===== src/rtl/button_pkg.sv =====
// Shared encodings and default timing for the pushbutton event chain.
package button_pkg;

  typedef enum logic [1:0] {
    BTN_IDLE  = 2'd0,
    BTN_PRESS = 2'd1,
    BTN_LONG  = 2'd2
  } btn_state_t;

  // 0.5 s to long-press and 0.1 s between repeats at a 100 MHz system clock.
  localparam int LONG_COUNT_100MHZ   = 50_000_000;
  localparam int REPEAT_COUNT_100MHZ = 10_000_000;
  localparam int BTN_CNT_W           = 26;

endpackage


===== src/rtl/button_event_edge_detect.sv =====
// Registers the debounced level once and exposes its rising/falling edges.
module edge_detect (
  input  logic clk,
  input  logic reset,
  input  logic level,
  output logic level_q,
  output logic rise,
  output logic fall
);

  always_ff @(posedge clk) begin
    if (reset) level_q <= 1'b0;
    else       level_q <= level;
  end

  assign rise = level & ~level_q;
  assign fall = ~level & level_q;

endmodule


===== src/rtl/button_event.sv =====
// Turns a debounced button level into press/release/long-press/repeat pulses.
module button_event
  import button_pkg::*;
#(
  parameter int LONG_COUNT   = LONG_COUNT_100MHZ,
  parameter int REPEAT_COUNT = REPEAT_COUNT_100MHZ,
  parameter int CNT_W        = BTN_CNT_W
) (
  input  logic clk,
  input  logic reset,
  input  logic btn_level,
  input  logic enable,
  output logic press,
  output logic release_pulse,
  output logic long_press,
  output logic repeat_pulse,
  output logic held
);

  btn_state_t state, next_state;
  logic [CNT_W-1:0] counter, counter_next;
  logic btn_q, rise, fall;
  logic long_hit, repeat_hit;
  logic press_next, release_next, long_next, repeat_next, held_next;

  edge_detect u_edge (
    .clk     (clk),
    .reset   (reset),
    .level   (btn_level),
    .level_q (btn_q),
    .rise    (rise),
    .fall    (fall)
  );

  assign long_hit   = (counter == CNT_W'(LONG_COUNT - 1));
  assign repeat_hit = (counter == CNT_W'(REPEAT_COUNT - 1));

  always_ff @(posedge clk) begin
    if (reset) begin
      state         <= BTN_IDLE;
      counter       <= '0;
      press         <= 1'b0;
      release_pulse <= 1'b0;
      long_press    <= 1'b0;
      repeat_pulse  <= 1'b0;
      held          <= 1'b0;
    end else begin
      state         <= next_state;
      counter       <= counter_next;
      press         <= press_next;
      release_pulse <= release_next;
      long_press    <= long_next;
      repeat_pulse  <= repeat_next;
      held          <= held_next;
    end
  end

  // A fall always takes priority over a terminal count landing in the same cycle.
  always_comb begin
    next_state   = state;
    counter_next = counter;
    if (!enable) begin
      next_state   = BTN_IDLE;
      counter_next = '0;
    end else begin
      case (state)
        BTN_IDLE: begin
          counter_next = '0;
          if (rise) next_state = BTN_PRESS;
        end
        BTN_PRESS: begin
          if (fall) begin
            next_state   = BTN_IDLE;
            counter_next = '0;
          end else if (long_hit) begin
            next_state   = BTN_LONG;
            counter_next = '0;
          end else begin
            counter_next = counter + 1'b1;
          end
        end
        BTN_LONG: begin
          if (fall) begin
            next_state   = BTN_IDLE;
            counter_next = '0;
          end else if (repeat_hit) begin
            counter_next = '0;
          end else begin
            counter_next = counter + 1'b1;
          end
        end
        default: begin
          next_state   = BTN_IDLE;
          counter_next = '0;
        end
      endcase
    end
  end

  // Pulses are decoded here and registered above, so they land one cycle after the cause.
  always_comb begin
    press_next   = enable && (state == BTN_IDLE) && rise;
    release_next = enable && ((state == BTN_PRESS) || (state == BTN_LONG)) && fall;
    long_next    = enable && (state == BTN_PRESS) && !fall && long_hit;
    repeat_next  = enable && (state == BTN_LONG) && !fall && repeat_hit;
    held_next    = (next_state == BTN_PRESS) || (next_state == BTN_LONG);
  end

endmodule

===== config.mk =====
export PLATFORM = sky130hd
export DESIGN_NAME = button_event
export DESIGN_NICKNAME = d
export VERILOG_FILES = /design/src/rtl/button_pkg.sv /design/src/rtl/button_event_edge_detect.sv /design/src/rtl/button_event.sv
export SDC_FILE = /design/constraint.sdc
export NUM_CORES = 1
export LEC_CHECK = 0
export CORE_MARGIN = 2
export CORE_UTILIZATION = 55
export CTS_CLUSTER_SIZE = 28
export DETAILED_ROUTE_END_ITERATION = 7
export GPL_ROUTABILITY_DRIVEN = 0
export PLACE_DENSITY = 0.74
export SLEW_MARGIN = 0
export SYNTH_ARGS = -nofsm -noshare
export SYNTH_HDL_FRONTEND = slang
export SYNTH_HIERARCHICAL = 1
export SYNTH_SLANG_ARGS = --single-unit
export TNS_END_PERCENT = 30

===== constraint.sdc =====
create_clock -name clk -period 5.25 [get_ports clk]
set_input_delay 1.05 -clock clk [delete_from_list [all_inputs] [get_ports clk]]
set_output_delay 1.05 -clock clk [all_outputs]
set_load 0.005 [all_outputs]

==> results of run 1 <==
cells by family after synthesis:
kind of cell / Yosys count / share of synthesized area (%)
xor+xnor: 25 / 13.9
fa+ha+maj: 5 / 3.98
flops: 34 / 43.3
compound gates: 9 / 3.10
buf+inv: 8 / 2.39
simple gates: 93 / 33.3
routing by layer:
layer | up-vias | part of all wire [%] | global-route usage, %
met1 | 558 | 48 | 24.4
met4 | 0 | 2.2 | 8.97
met2 | 11 | 46 | 30.4
li1 | 613 | - | -
met3 | 6 | 3.5 | 7.48
met5 | - | 0 | 0
flip-flops by register name, indices dropped and copies added (netlist names):
signal	count
counter	26
held	1
long_press	1
press	1
release_pulse	1
repeat_pulse	1
state	2
u_edge/level_q	1
final timing paths:
kind              slack [ps]         end  cells after the start  startpoint
hold / removal           480  counter[0]                      1  counter[0]
setup / recovery        2900  counter[3]                      5       reset
setup reg to reg        3060  counter[3]                      7  counter[0]
hold reg to reg          480  counter[0]                      1  counter[0]
metrics by stage:
stage	hold slack, ps	instance area, sq um	power [mW]	utilization (%)	std cells
3_3_place_gp	447	1670	0.279	61.2	210
4_1_cts	491	1750	0.468	64.0	218
5_1_grt	538	1750	0.479	64.0	218
3_5_place_dp	467	1670	0.280	61.2	210
6_report	476	1750	0.463	64.0	218
2_1_floorplan	430	1570	0.274	-	174
worst register-to-register path: stages (launching register included):
cell and delay, ps:
dfxtp_1 380, ha_1 230, and4_1 280, nand4b_2 200
nor4_2 350, o21ai_1 120, nand3_2 390, nor2_1 130
power by group through the flow:
stage | logic [mW] | clock network, mW | registers, mW
5_1_grt | 0.0155 | 0.203 | 0.260
4_1_cts | 0.0139 | 0.194 | 0.260
2_1_floorplan | 0.00789 | 0 | 0.266
3_3_place_gp | 0.0133 | 0 | 0.266
3_5_place_dp | 0.0137 | 0 | 0.266
6_report | 0.0139 | 0.188 | 0.260
layout make-up:
| type | count | share of cell area [%] |
|---|---|---|
| Clock buffer | 5 | 2.14 |
| Clock inverter | 3 | 2.29 |
| Multi-Input combinational cell | 132 | 48.8 |
| Timing Repair Buffer | 8 | 4.57 |
| Tap cell | 31 | 2.22 |
| Inverter | 5 | 1.07 |
| Sequential cell | 34 | 38.9 |
cell usage in the layout (no fill, tap or decap):
cell,instances
inv_1,5
nand2b_1,4
clkinv_2,2
clkdlybuf4s50_1,8
nand2_1,12
nor2_2,1
nor3_1,2
nor4_1,1
nand3_1,8
nand4_1,8
clkbuf_4,5
o21ai_0,4
bufinv_16,1
nor4b_2,2
xor2_1,18
o21ai_1,1
a21oi_1,3
nand4_2,1
nand3_2,1
nor4_4,1
or2_2,1
nor4_2,1
nor2_1,36
nor4bb_1,2
o2111ai_1,1
nor2b_1,3
and3_1,4
ha_1,5
nand4b_2,1
dfxtp_1,34
xnor2_1,7
and4_1,4
==> metrics.yaml, run 1 <==
hp-class: "reg2reg"
yosys.area.top_type: "dfxtp_1"
finClkSkew_ps: 7.82
path_cells: "clkdlybuf4s50_1 > nand2b_1 > nor2_1 > nand3_2 > nor2_1"
fp.dieH_um: 57.5
start_util_pct: 57.5
cts_setup_buffers: 0
vias_per_cell: 5.45
grt_pass1_wl_um: 4850
antenna-diode-count: 0
maxCapViolCount: 0
cp-start-kind: "input pin"
rsz0062_at_grt: "no"
ios: 9
clock-sinks: 34
dp_hpwl_um: 2000
placementRows: 19
synth_ff_type: "dfxtp_1"
synth_edf_count: 0
syn-num-nets: 183
path_max_fanout: 26
dieWidth_um: 57.5
cts.clk_slew.worst_paths_ps: 100
async_reset_ff_share_pct: 0
cts_tree: "done"
multiInputGateArea_sq_um: 855
p_leak_nw: 0.613
max_stage_delay_ps: 480
clock_power_share_pct: 40.7
grt_max_degree: 27
min_period_ps: 2350
portBuffers: 8
crit_family: "simple AND/OR/NAND/NOR gates"
tightestPinTransition_ps: 544
cp.buffers_inverters: 1
grt_pass1_vias: 1097
synth_area_sq_um: 1570
antenna_found_initial: 0
place_ws_ps: 2550
powerDensity_nw_per_um2: 264
p_int_uw: 365
finalHoldViolCount: 0
required_ps: 5520
synth_common_cells: "36 x nor2_1, 34 x dfxtp_1, 18 x xor2_1"
layout.nets: 195
remaining_drc_errors: 0
synth_top_area_share_pct: 43.3
setup_viol: 0
grt_use_total_pct: 19.7
avgSynthCellArea_sq_um: 9.04
core_area_sq_um: 2730
max_freq_mhz: 425
post_route_cells_drive_above_1_share_pct: 9.09
worstSetupPathType: "in2reg"
die_area_sq_um: 3300
grt-ovfl-total: 0
critPathMostFrequentCell: "nor2_1"
wl_per_cell_um: 12.6
yosysMostFrequentCell: "nor2_1"
drt_first_pass_iters: 4
p_switching_uw: 97.7
slew_headroom_pct: 63.4
crit_arrival_ps: 2620
drv_slew: 0
postRouteAntennaNets: 0
pwr-share-comb_pct: 3.0
pwr-share-seq_pct: 56.3
htreeDepth: 2
area_growth_pct: 11.3
vias: 1188
cts_root_buffer: "clkbuf_4"
synthDistinctLibCells: 30
fill_cells: 215
synth_area_leaders: "dfxtp_1 43%, xor2_1 10%, nor2_1 8.6%, ha_1 4.0%, xnor2_1 3.9%"
clk_latency_ps: 340
cts_buffers: 5
worst_setup_path_end_kind: "flip-flop"
routed_wl_um: 2740
setup_ws_ps: 2900
slowest_stage: "clkdlybuf4s50_1"
cts_buffer_depth: 2
outcome: "finished, final reports clean"
synth_cells: 174
dr.first_iter.drc_count: 29
holdBufCountCts: 0
irDropWorstVdd_mv: 0.263
ys_seq_area_share_pct: 43.3
final-seq-area_sq_um: 681
ys.warnings.count: 6
ys_ff_latch: 34
period_share_pct: 44.8
fin_setup_tns_ps: 0
cts_resized: 0
switching_share_pct: 21.1
Power figures use the tool's default switching activity.
==> run 2: changes to the inputs <==
--- a/config.mk
+++ b/config.mk
@@ -6,7 +6,7 @@
 export NUM_CORES = 1
 export LEC_CHECK = 0
 export CORE_MARGIN = 2
-export CORE_UTILIZATION = 55
+export CORE_UTILIZATION = 52
 export CTS_CLUSTER_SIZE = 28
 export DETAILED_ROUTE_END_ITERATION = 7
 export GPL_ROUTABILITY_DRIVEN = 0
==> constraint.sdc (replaced) <==
create_clock -name clk -period 2 [get_ports clk]
set_input_delay 0.4 -clock clk [delete_from_list [all_inputs] [get_ports clk]]
set_output_delay 0.4 -clock clk [all_outputs]
set_load 0.005 [all_outputs]
==> run 2 against run 1 <==
  * First-iteration DRC count is 28% higher
  * Utilization shrank 0.067 points
  * Non-clock buffer count rose by 4
  * Setup slack got worse by 2700 ps
  * Flip-flop and latch count unchanged
  * Register-to-register slack worse by 2900 ps
  * Count of clock-buffer cells in the layout up 3
  * Critical endpoint is now counter[10]
  * Largest cell class unchanged
==> metrics.yaml, run 2 (same netlist as run 1, synthesis figures left out) <==
outcome: "finished, final reports clean"
post-route-util_pct: 64.0
vias_per_cell: 5.36
clock-sinks: 34
grt_use_total_pct: 19.6
required_ps: 2240
die_area_sq_um: 3480
grt_max_degree: 27
fill_cells: 250
slew_headroom_pct: 73.9
vias: 1191
placed_area_sq_um: 1720
p_leak_nw: 0.639
largest_register_ffs: 26
path_max_fanout: 26
post_route_cells_drive_above_1_share_pct: 11.0
start_util_pct: 56.1
place_ws_ps: 24.6
wl_per_cell_um: 12.6
cts_root_buffer: "clkbuf_4"
grt-ovfl-total: 0
grt_pass1_vias: 1180
mostFrequentLayoutCells: "36 x nor2_1, 34 x dfxtp_1, 18 x xor2_1"
cts_buffer_depth: 2
antenna-diode-count: 0
maxCapViolCount: 0
ios: 9
worstSetupPathType: "reg2reg"
area_growth_pct: 14.1
fp.dieH_um: 59.0
finClkSkew_ps: 3.65
worst_setup_path_end_kind: "flip-flop"
placementRows: 19
period_share_pct: 89.8
final_common_cell: "nor2_1"
dieWidth_um: 59.0
remaining_drc_errors: 0
crit_arrival_ps: 2030
fin_cells: 222
dpl.cell_count: 214
cts_setup_buffers: 0
setup_viol: 0
final_area_sq_um: 1790
r2r_start: "counter[0]"
cts_buffers: 5
dp_hpwl_um: 2140
powerDensity_nw_per_um2: 658
dr.first_iter.drc_count: 37
irDropWorstVdd_mv: 0.571
grt_pass1_wl_um: 5050
crit_path_start: "counter[0]"
htreeDepth: 2
layout.nets: 199
drt_first_pass_iters: 4
antenna_found_initial: 0
drv_slew: 0
postRouteAntennaNets: 0
finalHoldViolCount: 0
min_period_ps: 1800
clk_latency_ps: 340
cts.clk_slew.worst_paths_ps: 90
max_freq_mhz: 557
portBuffers: 8
tightestPinTransition_ps: 391
core_area_sq_um: 2810
min-delay-start: "counter[0]"
fin_setup_tns_ps: 0
hp-class: "reg2reg"
routed_wl_um: 2790
top_register: "counter"
cts_tree: "done"
setup_ws_ps: 203
cp-start-kind: "flip-flop"
rsz0062_at_grt: "no"
reg.largest.list: "counter: 26 flops, state: 2 flops"
run 2: changes by cell type in the layout (fill, tap and decap cells not counted):
cell / delta
clkbuf_8: +3
buf_4: +3
buf_12: +1
bufinv_16: -1
clkinv_2: -2
run 2: worst paths after layout:
| path | end | slack (ps) | depth (start not counted) |
|---|---|---|---|
| worst min register to register | counter[0] | 480 | 1 |
| worst min-delay path | counter[0] | 480 | 1 |
| worst max register to register | counter[10] | 200 | 8 |
| worst max-delay path | counter[10] | 200 | 8 |
run 2: repair_timing:
| item | 4_1_cts | 5_1_grt |
|---|---|---|
| resized for setup | 0 | 0 |
| endpoints found under the setup margin | 0 | 26 |
| hold buffers | 0 | 0 |
| hold endpoints to repair | 0 | 0 |
run 2: through the flow:
stage	hold WS, ps	power (mW)
finish	477	1.18
CTS	482	1.20
detailed placement	458	0.736
floorplan	430	0.719
global placement	443	0.734
global route	520	1.23
run 2: layout make-up:
class / instances / area, sq um / share of cell area [%]
clock buffers: 8 / 78.8 / 4.39
inverters: 5 / 18.8 / 1.05
multi-input cells: 132 / 855 / 47.6
flip-flops and latches: 34 / 681 / 37.9
well taps: 31 / 38.8 / 2.16
repair buffers: 12 / 123 / 6.83
run 2: power breakdown:
| group | total (mW) | switching [mW] | internal (mW) |
|---|---|---|---|
| sequential | 0.683 | 0.00181 | 0.681 |
| combinational | 0.0371 | 0.0187 | 0.0183 |
| clock | 0.461 | 0.221 | 0.240 |
| total | 1.18 | 0.241 | 0.939 |
run 2: metal layers:
layer / wire [um] / track usage (%) / share of wire (%)
met3: 104 / 8.08 / 3.7
met5: 0 / 0 / 0
met1: 1360 / 24.8 / 49
met4: 48 / 8.12 / 1.7
met2: 1280 / 29.7 / 46
run 2: critical path, cell delays in order, from the launching register on:
cell      delay [ps]
dfxtp_1          380
ha_1             180
and4_1           260
nand4b_2         190
nor4_2           210
o21ai_1          110
nand3_2          110
buf_12           170
nor2_1            70
==> RTL edit 1: new RTL, config.mk and constraints of run 2 <==
The output `long_press` loses its register stage (`long_press` becomes a continuous assignment).
--- a/src/rtl/button_event.sv
+++ b/src/rtl/button_event.sv
@@ -41,7 +41,6 @@
       counter       <= '0;
       press         <= 1'b0;
       release_pulse <= 1'b0;
-      long_press    <= 1'b0;
       repeat_pulse  <= 1'b0;
       held          <= 1'b0;
     end else begin
@@ -49,11 +48,12 @@
       counter       <= counter_next;
       press         <= press_next;
       release_pulse <= release_next;
-      long_press    <= long_next;
       repeat_pulse  <= repeat_next;
       held          <= held_next;
     end
   end
+
+  assign long_press = long_next;
 
   // A fall always takes priority over a terminal count landing in the same cycle.
   always_comb begin
Formal check against the unedited RTL: no difference found for any inputs over 10 cycles, from zero or initial values and one cycle with reset high; that may be too few to reach the edited logic, so the function may still have changed.
==> RTL edit 1 against run 2 <==
  * The run now ends with setup timing left
  * Wire length increased by 30%
  * Sequential cell count fell by 1
  * Power decreased by 11%
  * Worst setup slack got worse by 0.27 ns
  * Synthesized area increased by 2.4%
  * Cell area rose by 14%
  * Critical path depth is 2 lower
  * Synthesized cell count increased by 2.3%
  * Global-route usage grew 3.3 points
  * Critical path type is now reg -> out
  * Largest power group unchanged
==> RTL edit 1: results (changes against run 2) <==
run_status:
  status: "complete, but fails checks"  # was finished clean
  violations: "setup timing"
global_routing:
  grt_pass1_wl_um: 6030  # was 5050 um
  antenna_found_initial: 0  # unchanged
  grt_usage_pct: 23.0  # was 19.6%
  grt_pass1_vias: 1408  # was 1,180
  grt_start_max_net_pins: 27  # unchanged
sta:
  final.setup_skew_ns: 0.00455  # was 0.00365 ns
  setup_ws_ns: -0.0634  # was 0.203 ns
  worst_pin_slew_ns: 0.355  # was 0.391 ns
  finalSetupViolations: 1  # was 0
synthesis:
  synth_cell_types: 36  # was 30
  yosysWarnings: 6  # unchanged
  synth_common_cells: "dfxtp_1, nor2_1, xor2_1"  # was nor2_1, dfxtp_1, xor2_1
  async_flop_share_pct: 0  # unchanged
  synth_fp_nets: 187  # was 183
  synth_compound_area_share_pct: 7.46  # was 3.10%
  synthTopCellsByArea: "dfxtp_1, nor2_1, xor2_1"  # was dfxtp_1, xor2_1, nor2_1
  synth.area.mux_share_pct: 0  # unchanged
  synth_xor_area_share_pct: 9.79  # was 13.9%
  synth_fa_ha_area_share_pct: 3.89  # was 3.98%
  ys_seq_area_share_pct: 41.0  # was 43.3%
  synthCells: 178  # was 174
cts:
  clk_pin_slew_ns: 0.09  # about the same
  cts_hold_buf: 0  # unchanged
  ctsHtreeMaxLevel: 2  # unchanged
  clk_path_buf_depth: 2  # unchanged
  clock-root-buffer: "clkbuf_4"  # unchanged
  clk_latency_ns: 0.33
  numCtsBuffers: 5  # unchanged
final_layout:
  fillers: 246  # was 250
  finalNetCount: 231  # was 199
  drive_gt1_share_pct: 24.7  # was 11.0%
  reg.largest.list: "counter: 26 flops, state: 2 flops"  # unchanged
  diodes: 0  # unchanged
  final_cells: 256  # was 222
placement:
  port_buffers: 8  # unchanged
  hpwl_um: 2720  # was 2140 um
  dpl_worst_slack_ns: -0.310  # was 0.0246 ns
  placed_cells: 246  # was 214
power_and_ir_drop:
  power_leakage_nw: 0.739  # was 0.639 nW
  ir_drop_v: 0.000465  # was 0.000571 V
hold_path:
  hold_path_class: "reg -> reg"  # unchanged
drt:
  vias_per_cell: 5.59  # was 5.36
  drt_iter0_drc: 67  # was 37
  wl_per_cell_um: 14.2  # was 12.6 um
setup_path:
  crit_path_max_fanout: 2  # was 26
RTL edit 1: repair_timing:
item,CTS,global route
pin swaps,4,4
gates resized for setup,8,5
setup buffers,2,0
setup endpoints to repair,1,1
RTL edit 1: layer usage:
metal | vias up | GRT usage, % | share of wire [%]
met1 | 686 | 25.1 | 42
met2 | 26 | 42.4 | 53
li1 | 713 | - | -
met5 | - | 0 | 0
met4 | 0 | 7.62 | 1.6
met3 | 7 | 6.06 | 3.2
RTL edit 1: logic make-up (layout without fill, tap and decap cells):
logic type / count (synthesis) / count (layout)
simple gates: 92 / 92
xor+xnor: 18 / 18
compound gates: 21 / 21
buf+inv: 9 / 54
fa+ha+maj: 5 / 5
flops: 33 / 33
RTL edit 1: per-stage QoR:
| step | cell area, um2 | hold WS (ns) | total power, mW | TNS (ns) |
|---|---|---|---|---|
| after floorplan | 1610 | 0.430 | 0.698 | 0 |
| final | 2040 | 0.523 | 1.05 | -0.0634 |
| after global routing | 2040 | 0.550 | 1.10 | -0.159 |
| after global placement | 1940 | 0.497 | 0.716 | -0.278 |
| after CTS | 2010 | 0.509 | 1.06 | -0.184 |
| after detailed placement | 1940 | 0.508 | 0.718 | -0.310 |
RTL edit 1: where the power goes:
group          internal, mW  switching (mW)
clock network         0.140           0.209
registers             0.661         0.00171
logic                0.0217          0.0185
total                 0.822           0.229
RTL edit 1: final timing paths:
| check | start | end | slack, ns | depth (start not counted) |
|---|---|---|---|---|
| setup / recovery | counter[1] | long_press | -0.06 | 6 |
| hold / removal | counter[25] | counter[25] | 0.52 | 2 |
| setup reg to reg | state[1] | held | 0.06 | 7 |
| hold reg to reg | counter[25] | counter[25] | 0.52 | 2 |
RTL edit 1: final cells by class:
cell class	count	area [um2]	area share, %
Timing Repair Buffer	40	328	16.1
Sequential cell	33	664	32.5
Tap cell	33	41.3	2.02
Clock buffer	8	48.8	2.39
Multi-Input combinational cell	136	937	45.9
Inverter	6	22.5	1.10
RTL edit 1: critical path, cell delays in order, from the launching register on:
cell	delay [ns]
dfxtp_2	0.36
ha_4	0.13
and4_1	0.20
nand4b_1	0.16
nor4_2	0.16
and4_1	0.22
buf_2	0.11
==> RTL edit 2: new RTL, config.mk and constraints of run 2 <==
Without the edit above. `BTN_CNT_W`: 26 -> 52.
--- a/src/rtl/button_pkg.sv
+++ b/src/rtl/button_pkg.sv
@@ -10,7 +10,7 @@
   // 0.5 s to long-press and 0.1 s between repeats at a 100 MHz system clock.
   localparam int LONG_COUNT_100MHZ   = 50_000_000;
   localparam int REPEAT_COUNT_100MHZ = 10_000_000;
-  localparam int BTN_CNT_W           = 26;
+  localparam int BTN_CNT_W           = 52;
 
 endpackage
 
Behaviour: same outputs for any inputs over 10 cycles, from zero or initial values and one cycle with reset high; that may be too few to reach the edited logic, so the function may still have changed.
==> RTL edit 2 against run 2 <==
  * The flow now finishes with violations (setup timing)
  * Global-route usage is 5.5 points higher
  * Synthesized area increased by 89%
  * Core utilization rose by 8.5 points
  * Via count up 130%
  * Wire length rose to 2.6 times the old value
  * Power increased by 100%
  * Cell area up 120%
  * Worst setup slack got worse by 0.34 ns
  * Sequential cell count increased by 26
==> RTL edit 2: results (changes against run 2) <==
drt:
  met2_length_um: 3670  # was 1280 um
  wl_um: 7370  # was 2790 um
  met3_length_um: 315  # was 104 um
  vias_per_cell: 5.37  # was 5.36
  drt_iter0_drc: 82  # was 37
final_layout:
  final_util_pct: 72.5  # was 64.0%
  multi_input_area_share_pct: 42.9  # was 47.6%
  reg.largest.list: "counter: 52 flops, state: 2 flops"  # was counter: 26 flops, state: 2 flops
  drive_gt1_share_pct: 27.9  # was 11.0%
  buf_share_pct: 18.1  # was 6.83%
  n_all_buffers: 85  # was 12
  clock_buffers: 12  # was 8
  num-multi-input-gates: 261  # was 132
  n_all_inverters: 16  # was 5
placement:
  placed_cells: 491  # was 214
  hpwl_um: 5050  # was 2140 um
  dpl_cell_area_um2: 3620  # was 1720 um2
  dpl_worst_slack_ns: -0.152  # was 0.0246 ns
power_and_ir_drop:
  power.density_nw_per_um2: 596  # was 658 nW/um2
  pg_seq_mw: 1.20  # was 683 uW
  ir_drop_v: 0.000380  # was 0.000571 V
  p_total_mw: 2.38  # was 1.18 mW
sta:
  finalSetupViolations: 52  # was 0
  setup_ws_ns: -0.140  # was 0.203 ns
cts:
  ctsHtreeMaxLevel: 3  # was 2
  clk_latency_ns: 0.36  # was 0.34 ns
synthesis:
  synth_cell_types: 37  # was 30
  syn_area_per_cell_um2: 8.57  # was 9.04 um2
  ys_seq_area_share_pct: 40.5  # was 43.3%
setup_path:
  crit_path_max_fanout: 7  # was 26
  crit_slowest_cell: "or4_4"  # was dfxtp_1
global_routing:
  grt_start_max_net_pins: 14  # was 27
  grt_pass1_vias: 2758  # was 1,180
  globalRouteMet2Util_pct: 43.2  # was 29.7%
run_status:
  status: "complete, but fails checks"  # was finished clean
  violations: "setup timing"
## RTL edit 2: worst paths after layout
path | from | to | slack, ns | depth (start not counted)
setup / recovery | counter[27] | counter[38] | -0.14 | 7
hold / removal | counter[0] | counter[0] | 0.53 | 2
setup reg to reg | counter[27] | counter[38] | -0.14 | 7
hold reg to reg | counter[0] | counter[0] | 0.53 | 2
## RTL edit 2: logic make-up (layout without fill, tap and decap cells)
kind of cell | count (synthesis) | in the layout | synth area share (%)
simple gates | 198 | 198 | 35.8
compound gates | 7 | 7 | 1.77
xor+xnor | 51 | 51 | 15.1
fa+ha+maj | 5 | 5 | 2.11
flops | 60 | 60 | 40.5
buf+inv | 25 | 117 | 4.73
## RTL edit 2: what timing repair did
| action | CTS | global route |
|---|---|---|
| pin swaps | 3 | 1 |
| endpoints found under the setup margin | 54 | 54 |
| setup buffers | 0 | 1 |
| gates resized for setup | 11 | 9 |
| hold endpoints to repair | 0 | 0 |
| hold buffers | 0 | 0 |
| cloned | 1 | 1 |
